File: src/rtl/serial_adder.sv
// rtl/serial_adder.sv - bit-serial multi-cycle adder/subtractor built from one registered full-adder slice
//
// Purpose: adds or subtracts two WIDTH-bit operands one bit per clock, LSB first,
// reusing a single full-adder slice. Operands are captured on start_in while idle;
// the result appears WIDTH cycles later together with a one-cycle done_out pulse.
//
// Ports:
//   clock        rising-edge clock
//   reset        synchronous, active-high reset
//   start_in     begin an operation (accepted only while ready_out=1)
//   sub_in       0 = add, 1 = subtract (sampled with start_in)
//   a_in, b_in   operands (sampled with start_in)
//   c_in         carry-in (add) / borrow-in (subtract)
//   ready_out    idle and able to accept start_in
//   busy_out     bits are being processed
//   done_out     one-cycle pulse when the result becomes valid
//   sum_out      result
//   carry_out    carry out of the MSB (subtract: 1 = no borrow)
//   overflow_out two's-complement signed overflow

module serial_adder #(
  parameter int WIDTH = 8
) (
  input  logic             clock,
  input  logic             reset,
  input  logic             start_in,
  input  logic             sub_in,
  input  logic [WIDTH-1:0] a_in,
  input  logic [WIDTH-1:0] b_in,
  input  logic             c_in,
  output logic             ready_out,
  output logic             busy_out,
  output logic             done_out,
  output logic [WIDTH-1:0] sum_out,
  output logic             carry_out,
  output logic             overflow_out
);

  localparam int CW = (WIDTH > 1) ? $clog2(WIDTH) : 1;
  localparam logic [CW-1:0] LAST_BIT = CW'(WIDTH - 1);

  typedef enum logic [1:0] {
    IDLE = 2'd0,
    RUN  = 2'd1,
    DONE = 2'd2
  } state_t;

  state_t state, state_next;

  logic [WIDTH-1:0] a_sh;
  logic [WIDTH-1:0] b_sh;
  logic [WIDTH-1:0] res_sh;
  logic [WIDTH-1:0] res_next;
  logic [CW-1:0]    cnt;
  logic             carry;
  logic             fa_sum;
  logic             fa_co;
  logic             last_bit;

  // The single full-adder slice shared by every bit position.
  assign fa_sum   = a_sh[0] ^ b_sh[0] ^ carry;
  assign fa_co    = (a_sh[0] & b_sh[0]) | (carry & (a_sh[0] ^ b_sh[0]));
  assign last_bit = (cnt == LAST_BIT);

  // Sum bits enter from the MSB side so that after WIDTH shifts bit 0 sits at the LSB.
  generate
    if (WIDTH == 1) begin : g_res_w1
      assign res_next = fa_sum;
    end else begin : g_res_wn
      assign res_next = {fa_sum, res_sh[WIDTH-1:1]};
    end
  endgenerate

  always_comb begin
    state_next = state;
    case (state)
      IDLE:    if (start_in) state_next = RUN;
      RUN:     if (last_bit) state_next = DONE;
      DONE:    state_next = IDLE;
      default: state_next = IDLE;
    endcase
  end

  always_ff @(posedge clock) begin
    if (reset) begin
      state        <= IDLE;
      a_sh         <= '0;
      b_sh         <= '0;
      res_sh       <= '0;
      cnt          <= '0;
      carry        <= 1'b0;
      sum_out      <= '0;
      carry_out    <= 1'b0;
      overflow_out <= 1'b0;
    end else begin
      state <= state_next;
      case (state)
        IDLE: begin
          if (start_in) begin
            a_sh  <= a_in;
            // Subtraction is a + ~b + ~borrow_in.
            b_sh  <= sub_in ? ~b_in : b_in;
            carry <= sub_in ^ c_in;
            cnt   <= '0;
          end
        end
        RUN: begin
          a_sh   <= a_sh >> 1;
          b_sh   <= b_sh >> 1;
          carry  <= fa_co;
          res_sh <= res_next;
          if (last_bit) begin
            cnt          <= '0;
            sum_out      <= res_next;
            carry_out    <= fa_co;
            // carry holds the carry into the MSB on this edge.
            overflow_out <= carry ^ fa_co;
          end else begin
            cnt <= cnt + 1'b1;
          end
        end
        default: ;
      endcase
    end
  end

  assign ready_out = (state == IDLE);
  assign busy_out  = (state == RUN);
  assign done_out  = (state == DONE);

endmodule

File: config.mk
export PLATFORM = sky130hd
export DESIGN_NAME = serial_adder
export DESIGN_NICKNAME = d
export VERILOG_FILES = /design/src/rtl/serial_adder.sv
export SDC_FILE = /design/constraint.sdc
export NUM_CORES = 1
export LEC_CHECK = 0
export CAP_MARGIN = 40
export CELL_PAD_IN_SITES_DETAIL_PLACEMENT = 1
export CELL_PAD_IN_SITES_GLOBAL_PLACEMENT = 2
export CORE_MARGIN = 5
export CORE_UTILIZATION = 40
export CTS_BUF_LIST = sky130_fd_sc_hd__clkbuf_16
export DETAILED_ROUTE_END_ITERATION = 10
export DONT_BUFFER_PORTS = 1
export MAX_ROUTING_LAYER = met4
export PLACE_DENSITY = 0.9
export SYNTH_ARGS = -nofsm -noshare
export SYNTH_HDL_FRONTEND = slang
export SYNTH_SLANG_ARGS = --single-unit
File: constraint.sdc
create_clock -name clock -period 3.25 [get_ports clock]
set_input_delay 0.4875 -clock clock [delete_from_list [all_inputs] [get_ports clock]]
set_output_delay 0.4875 -clock clock [all_outputs]
set_load 0.005 [all_outputs]
Yosys cells after proc, flatten, opt, wreduce, memory -nomap -nowiden
Index checks and enable logic that the tools add are counted.
{ "word_totals": {"reg_bits": 40, "inputBits": 21, "output_inout_bits": 13, "wordCells": 41} }
{ "op_classes": {"add_sub_neg": 1, "n_eq_ne": 5, "mux": 13, "bitwise": 8, "reduce_logical": 5} }
{ "ops": {"columns": ["op", "count"], "rows": [
  ["8-bit case mux with 2 select lines", 2],
  ["8-bit 2-to-1 mux", 3],
  ["8-bit inverter", 1],
  ["3-bit 2-to-1 mux", 2],
  ["3-bit case mux with 2 select lines", 1],
  ["2-bit AND reduction", 3],
  ["2-bit 2-to-1 mux", 2],
  ["2-bit case mux with 2 select lines", 1],
  ["1-bit bitwise XOR", 4],
  ["3-bit by 1-bit adder with 3-bit output (second input constant)", 1],
  ["3-bit equality test (second input constant)", 1],
  ["1-bit AND", 2],
  ["2-bit by 1-bit equality test with 1-bit output (second input constant)", 1],
  ["2-bit equality test (second input constant)", 1],
  ["2-bit zero test", 1],
  ["2-bit by 1-bit != test with 1-bit output (second input constant)", 1],
  ["2-bit != test (second input constant)", 1],
  ["1-bit case mux with 2 select lines", 1],
  ["2-bit nonzero test", 1],
  ["1-bit 2-to-1 mux", 1],
  ["1-bit bitwise OR", 1]
]} }

Logic depth before layout (Yosys ltp)
Gate-level depths: netlist of run 1.
{ "depth": {"ltp_word": 4, "ltp_mapped": 7, "ltp_nobuf": 5} }

Worst setup path after synthesis of run 1
OpenSTA, ideal clock, no wires.
{ "synth_timing": {"path_kind": "reg2out", "start": "register state[0]", "end": "output busy_out", "t_arrival_ns": 0.837, "t_required_ns": 2.762, "path_slack_ns": 1.926, "path_stages_with_launch": 6, "n_path_buf": 3, "path_cell_list": "dfxtp_1 -> buf_2 -> nand2b_1 -> buf_6 -> inv_6 -> buf_8"} }
{ "synth_via": {"elab_chain_cells": 1} }
{ "synth_rtl": {"columns": ["item", "line", "rtl"], "rows": [
  ["from (decl)", "48", "state_t state, state_next;"],
  ["from (signal assigned)", "96", "state <= state_next;"],
  ["2-bit by 1-bit equality test with 1-bit output", "128", "assign busy_out = (state == RUN);"],
  ["to (decl)", "32", "output logic busy_out,"]
]} }
Every way passes these cells.

Final worst setup path of run 1
{ "layout_timing": {"start": "register state[1]", "end": "output busy_out"} }
The elaborated chain is that of the path after synthesis.

==> flow_summary.yaml, run 1 <==
run_status:
  status: "complete, no violations"
min_path:
  whs_path_depth: 1
  hold_path.class: "input pin to flop"
setup_path:
  crit_cells: 2
  cp-endpoint: "busy_out"
  startpoint_type: "flop"
  r2r-end: "overflow_out$_SDFFE_PP0P_"
  cp_slowest_cell: "dfxtp_1"
  reg2reg_slack_ns: 1.73
  path_cells: "nand2b_1, inv_6"
  reg2reg_from: "cnt[0]$_SDFFE_PP0P_"
  arrival_ns: 1.33
  cp-end-kind: "primary output"
  critPathLaunch: "state[1]$_SDFFE_PP0P_"
  path_class: "flop to primary output"
  cp_slowest_stage_delay_ns: 0.49
  cp_top_family: "flip-flops"
  crit_buf_inv: 1
  reg2reg_depth: 5
  required_ns: 2.76
  worstPathMaxFanout: 19
route:
  route.detailed.drc: 0
  dr.pass1.iters: 4
  dr_total_vias: 1210
  routed_wl_mm: 3.38
  postRouteAntennaNets: 0
  vias_per_cell: 5.43
  avgRoutedWirePerCell_um: 15.2
  drtIter0Drc: 32
power_and_ir_drop:
  ir_drop_uv: 227
  clockPowerShare_pct: 43.1
  pwr-share-comb_pct: 7.6
  power_frac_seq_pct: 49.3
  cellLeakagePower_nw: 0.641
  powerDensity_nw_per_um2: 584
  p_total_mw: 1.04
  switchingPower_mw: 0.226
  switching_share_pct: 21.8
  internal_power_mw: 0.812
global_route:
  grt_pass1_vias: 1326
  grt_pass1_wl_mm: 5.74
  track_usage_pct: 14.0
  grt.overflow.total: 0
  antenna_found_initial: 0
  grt_max_degree: 41
finish:
  final_layout_size_suffix_gt1_share_pct: 8.09
  nFillCells: 451
  diodes: 0
  nNetsFinal: 196
  fin_cells: 223
  syn_to_final_growth_pct: 7.33
sta:
  relSlewSlack_pct: 57.3
  fmax_mhz: 552
  hold_viol_final: 0
  tns_ns: 0
  slew_viol_final: 0
  period_share_pct: 55.8
  fin_worst_skew_ns: 0.00297
  fin_crit_ns: 1.81
  setup_viol: 0
  grt_setup_unrepaired: "false"
  tightest_slew_ns: 0.640
job:
  cap_violations: 0
cts:
  cts_sinks: 39
  clock_latency_ns: 0.28
  clk_pin_slew_worst_paths_ns: 0.05
  root_buffer: "clkbuf_16"
  cts_buffers: 5
  cts_max_level: 2
  postCtsSetupBuffers: 0
  cts_hold_buf: 0
  cts_tree: "built"
  postCtsResizedCells: 0
  clock_path_buffers: 2
floorplanning:
  start_util_pct: 41.4
  rows: 23
  dieArea_um2: 5520
  num_io_pins: 34
  core_area_um2: 4000
  fp.dieH_um: 74.3
  die_w_um: 74.3
yosys:
  synth_nets: 201
  yosys_warnings: 0
  syn_area_um2: 1660
  avgSynthCellArea_um2: 9.35
  syn_inst: 177
  ys_seq_area_share_pct: 47.2
  synth_seq_cells: 39
  ys_types: 31
place:
  numPortBuffers: 0
  place_inst: 215
  gp_congestion: 0.780
  hpwl_mm: 2.47
## state kept, by name, summed over array words and instances (netlist names)
name          count
a_sh              8
b_sh              8
sum_out           8
res_sh            7
cnt               3
state             2
carry             1
carry_out         1
overflow_out      1
## logic make-up (layout without fill, tap and decap cells)
logic type	Yosys count	after routing	synth area share (%)
simple gates	55	55	14.2
compound gates	47	47	19.8
flops	39	39	47.2
buf+inv	15	11	5.97
xor+xnor	10	10	5.29
mux	8	8	4.84
fa+ha+maj	3	3	2.72
## power by group through the flow
| stage | clock network [mW] | logic, mW | registers (mW) |
|---|---|---|---|
| after floorplan | 0 | 0.0824 | 0.518 |
| after global placement | 0 | 0.0766 | 0.521 |
| after detailed placement | 0 | 0.0804 | 0.522 |
| after CTS | 0.467 | 0.0810 | 0.512 |
| after global routing | 0.481 | 0.0885 | 0.514 |
| final | 0.448 | 0.0787 | 0.512 |
## cell usage after synthesis
| cell | instances | area [um^2] |
|---|---|---|
| o21bai_2 | 1 | 11.3 |
| buf_6 | 2 | 22.5 |
| and3b_1 | 1 | 8.76 |
| a22oi_2 | 1 | 12.5 |
| inv_6 | 1 | 8.76 |
| dfxtp_1 | 39 | 781 |
| nor2_1 | 15 | 56.3 |
| buf_2 | 2 | 10.0 |
| inv_1 | 1 | 3.75 |
| nand2_1 | 32 | 120 |
| o21ba_2 | 1 | 10.0 |
| nand2b_1 | 2 | 12.5 |
| mux2i_1 | 8 | 80.1 |
| fa_1 | 1 | 20.0 |
| nor3_1 | 1 | 5.00 |
| nor2b_1 | 1 | 6.26 |
| clkbuf_2 | 1 | 5.00 |
| a22oi_1 | 11 | 82.6 |
| xnor2_1 | 9 | 78.8 |
| xor2_1 | 1 | 8.76 |
| clkbuf_1 | 5 | 18.8 |
| nor2_2 | 1 | 6.26 |
| o22ai_1 | 8 | 50.1 |
| nand3b_1 | 1 | 7.51 |
| a211oi_1 | 8 | 60.1 |
| nor3b_2 | 1 | 12.5 |
| a21oi_1 | 16 | 80.1 |
| buf_8 | 1 | 15.0 |
| a22oi_4 | 1 | 21.3 |
| buf_4 | 2 | 15.0 |
| ha_1 | 2 | 25.0 |
## how the worst min path moves through the flow
stage                                    to  slack, ns                   start
floorplan           sum_out[0]$_SDFFE_PP0P_       0.43  res_sh[1]$_SDFFE_PP0N_
global placement     res_sh[1]$_SDFFE_PP0N_       0.44  res_sh[1]$_SDFFE_PP0N_
detailed placement   res_sh[1]$_SDFFE_PP0N_       0.45  res_sh[1]$_SDFFE_PP0N_
CTS                     cnt[2]$_SDFFE_PP0P_       0.27                   reset
global route            cnt[2]$_SDFFE_PP0P_       0.26                   reset
finish                 a_sh[3]$_SDFFE_PP0P_       0.28                   reset
## routing by layer
layer | global-route usage (%) | vias to the layer above | share of wire (%)
met4 | 5.93 | 0 | 1.7
met1 | 14.7 | 570 | 42
li1 | - | 601 | -
met2 | 25.0 | 32 | 51
met3 | 3.11 | 7 | 5.6
met5 | - | - | 0
## metrics by stage
step	util, %	hold WS [ns]	area, um^2	setup slack [ns]
CTS	44.4	0.267	1780	1.42
global route	44.4	0.264	1780	1.35
global placement	41.0	0.440	1640	1.76
detailed placement	41.0	0.453	1640	1.72
finish	44.4	0.276	1780	1.44
floorplan	-	0.432	1660	1.93
## layout by cell type, fill, tap and decap left out
cell type	instances
dfxtp_1	39
nand2_1	32
a21oi_1	16
nor2_1	15
a22oi_1	11
xnor2_1	9
mux2i_1	8
a211oi_1	8
o22ai_1	8
clkbuf_16	5
inv_1	3
nand2b_1	2
ha_1	2
inv_6	1
nor2b_1	1
nor3_1	1
and3b_1	1
nand3b_1	1
o21ba_2	1
o21bai_2	1
nor3b_2	1
xor2_1	1
a22oi_4	1
nor2_2	1
a22oi_2	1
fa_1	1
clkinv_2	1
buf_4	1
## final cells by class
class	count	area (um^2)	share of cell area (%)
multi-input cells	123	776	43.7
well taps	50	62.6	3.52
flip-flops and latches	39	781	43.9
clock inverters	3	12.5	0.704
inverters	2	12.5	0.704
clock buffers	5	125	7.04
repair buffers	1	7.51	0.423
No activity file was read; power rests on OpenSTA's default activity.
==> run 2, diff against run 1 <==
Settings changed: CORE_UTILIZATION 40 to 37, PLACE_DENSITY 0.9 to 0.84.
Clock period 3.25 ns to 1.7 ns, I/O delays scaled along.
==> run 2 against run 1 <==
Setup slack got worse by 1.3 ns; clock power increased by 100%; critical path depth grew 3; critical endpoint is now overflow_out$_SDFFE_PP0P_; highest routed layer unchanged.
==> flow_summary.yaml, run 2 (synthesized netlist as in run 1, its figures left out) <==
run_status:
  status: "complete, no violations"
global_route:
  grt_max_degree: 41
  antenna_found_initial: 0
  grt_pass1_vias: 1252
  grt_pass1_wl_mm: 6.04
  grt.overflow.total: 0
  track_usage_pct: 13.2
floorplanning:
  fp.dieH_um: 76.9
  core_area_um2: 4350
  die_w_um: 76.9
  rows: 24
  dieArea_um2: 5910
  num_io_pins: 34
  start_util_pct: 38.0
finish:
  final_layout_size_suffix_gt1_share_pct: 10.3
  register_area_um2: 781
  multiInputGateArea_um2: 776
  nFillCells: 509
  syn_to_final_growth_pct: 8.54
  layout_common_cells: "dfxtp_1 (39), nand2_1 (32), a21oi_1 (16)"
  final_common_cell: "dfxtp_1"
  fin_area_um2: 1800
  reg_top3: "a_sh: 8 flops, b_sh: 8 flops, sum_out: 8 flops"
  nNetsFinal: 198
  diodes: 0
route:
  postRouteAntennaNets: 0
  drtIter0Drc: 103
  avgRoutedWirePerCell_um: 15.5
  dr_total_vias: 1225
  vias_per_cell: 5.40
  routed_wl_mm: 3.52
  route.detailed.drc: 0
  dr.pass1.iters: 4
cts:
  clock_latency_ns: 0.28
  clock_path_buffers: 2
  postCtsSetupBuffers: 0
  root_buffer: "clkbuf_16"
  postCtsResizedCells: 0
  cts_tree: "built"
  cts_buffers: 5
  clk_pin_slew_worst_paths_ns: 0.06
  cts_max_level: 2
  cts_sinks: 39
  cts_hold_buf: 0
sta:
  finalWorstSetupSlack_ns: 0.149
  fin_crit_ns: 1.55
  grt_setup_unrepaired: "false"
  setup_viol: 0
  tightest_slew_ns: 0.397
  fin_worst_skew_ns: 0.00490
  period_share_pct: 91.2
  hold_viol_final: 0
  fmax_mhz: 645
  relSlewSlack_pct: 73.5
  slew_viol_final: 0
  tns_ns: 0
job:
  cap_violations: 0
power_and_ir_drop:
  p_total_mw: 2.03
  pwr-share-comb_pct: 7.4
  cellLeakagePower_nw: 0.647
  ir_drop_uv: 558
  power_frac_seq_pct: 48.5
  internal_power_mw: 1.56
  clockPowerShare_pct: 44.1
  powerDensity_nw_per_um2: 1130
  switchingPower_mw: 0.465
  switching_share_pct: 22.9
place:
  numPortBuffers: 0
  place_ws_ns: 0.155
  hpwl_mm: 2.53
  place_area_um2: 1660
  gp_congestion: 0.741
setup_path:
  path_cells: "ha_1, ha_1, and3b_1, nor2_1, a211oi_1"
  cp_common_cell: "ha_1"
  path_class: "flop to flop"
  r2r-end: "overflow_out$_SDFFE_PP0P_"
  startpoint_type: "flop"
  required_ns: 1.90
  reg2reg_slack_ns: 0.15
  cp_slowest_cell: "and3b_1"
  cp_slowest_stage_delay_ns: 0.43
  reg2reg_depth: 5
  reg2reg_from: "cnt[0]$_SDFFE_PP0P_"
  worstPathMaxFanout: 11
  arrival_ns: 1.75
  cp-end-kind: "flop"
min_path:
  whs_path_depth: 1
  holdPathEnd: "sum_out[7]$_SDFFE_PP0P_"
  hp-start: "reset"
  hold_path.class: "input pin to flop"
[run 2: changes by cell type in the layout (fill, tap and decap cells not counted)]
cell / before / now
buf_4: 1 / 3
inv_1: 3 / 1
clkinv_2: 1 / 3
[run 2: metrics by stage]
step / util (%) / std cells / hold slack (ns)
4_1_cts: 41.3 / 227 / 0.0295
2_1_floorplan: - / 177 / 0.403
5_1_grt: 41.3 / 227 / 0.0294
3_3_place_gp: 38.0 / 219 / 0.327
6_report: 41.3 / 227 / 0.0382
3_5_place_dp: 38.0 / 219 / 0.329
[run 2: cell type report]
| type | count | share of cell area [%] |
|---|---|---|
| inverters | 2 | 0.696 |
| clock buffers | 5 | 6.96 |
| clock inverters | 3 | 0.836 |
| flip-flops and latches | 39 | 43.5 |
| multi-input cells | 123 | 43.2 |
| well taps | 52 | 3.62 |
| repair buffers | 3 | 1.25 |
[run 2: metal layers]
layer	wire, um	share of wire [%]	global-route usage, %	vias up
met2	1730	49	21.2	29
met5	0	0	-	-
met4	72	2.0	6.29	0
met1	1530	43	14.7	583
li1	-	-	-	607
met3	189	5.4	4.45	6
[run 2: worst max path at each step]
stage	slack, ns	depth (start not counted)	startpoint	end
finish	0.15	5	cnt[0]$_SDFFE_PP0P_	overflow_out$_SDFFE_PP0P_
global route	0.04	5	cnt[0]$_SDFFE_PP0P_	sum_out[0]$_SDFFE_PP0P_
floorplan	0.40	5	cnt[0]$_SDFFE_PP0P_	overflow_out$_SDFFE_PP0P_
detailed placement	0.15	5	cnt[0]$_SDFFE_PP0P_	overflow_out$_SDFFE_PP0P_
global placement	0.29	5	cnt[0]$_SDFFE_PP0P_	overflow_out$_SDFFE_PP0P_
CTS	0.13	5	cnt[0]$_SDFFE_PP0P_	overflow_out$_SDFFE_PP0P_
[run 2: power by group through the flow]
stage,Clock (mW),Sequential [mW],Combinational [mW]
3_5_place_dp,0,1.00,0.152
5_1_grt,0.957,0.987,0.172
4_1_cts,0.921,0.983,0.153
6_report,0.894,0.982,0.150
2_1_floorplan,0,0.990,0.158
3_3_place_gp,0,1.00,0.143
[run 2: worst max-delay path: cells and delay by family (launching register included)]
family                     cells  cell delay [ns]
and+or+nand+nor                2             0.51
DFF                            1             0.37
adders and majority gates      2             0.39
AOI/OAI and AO/OA              1             0.20
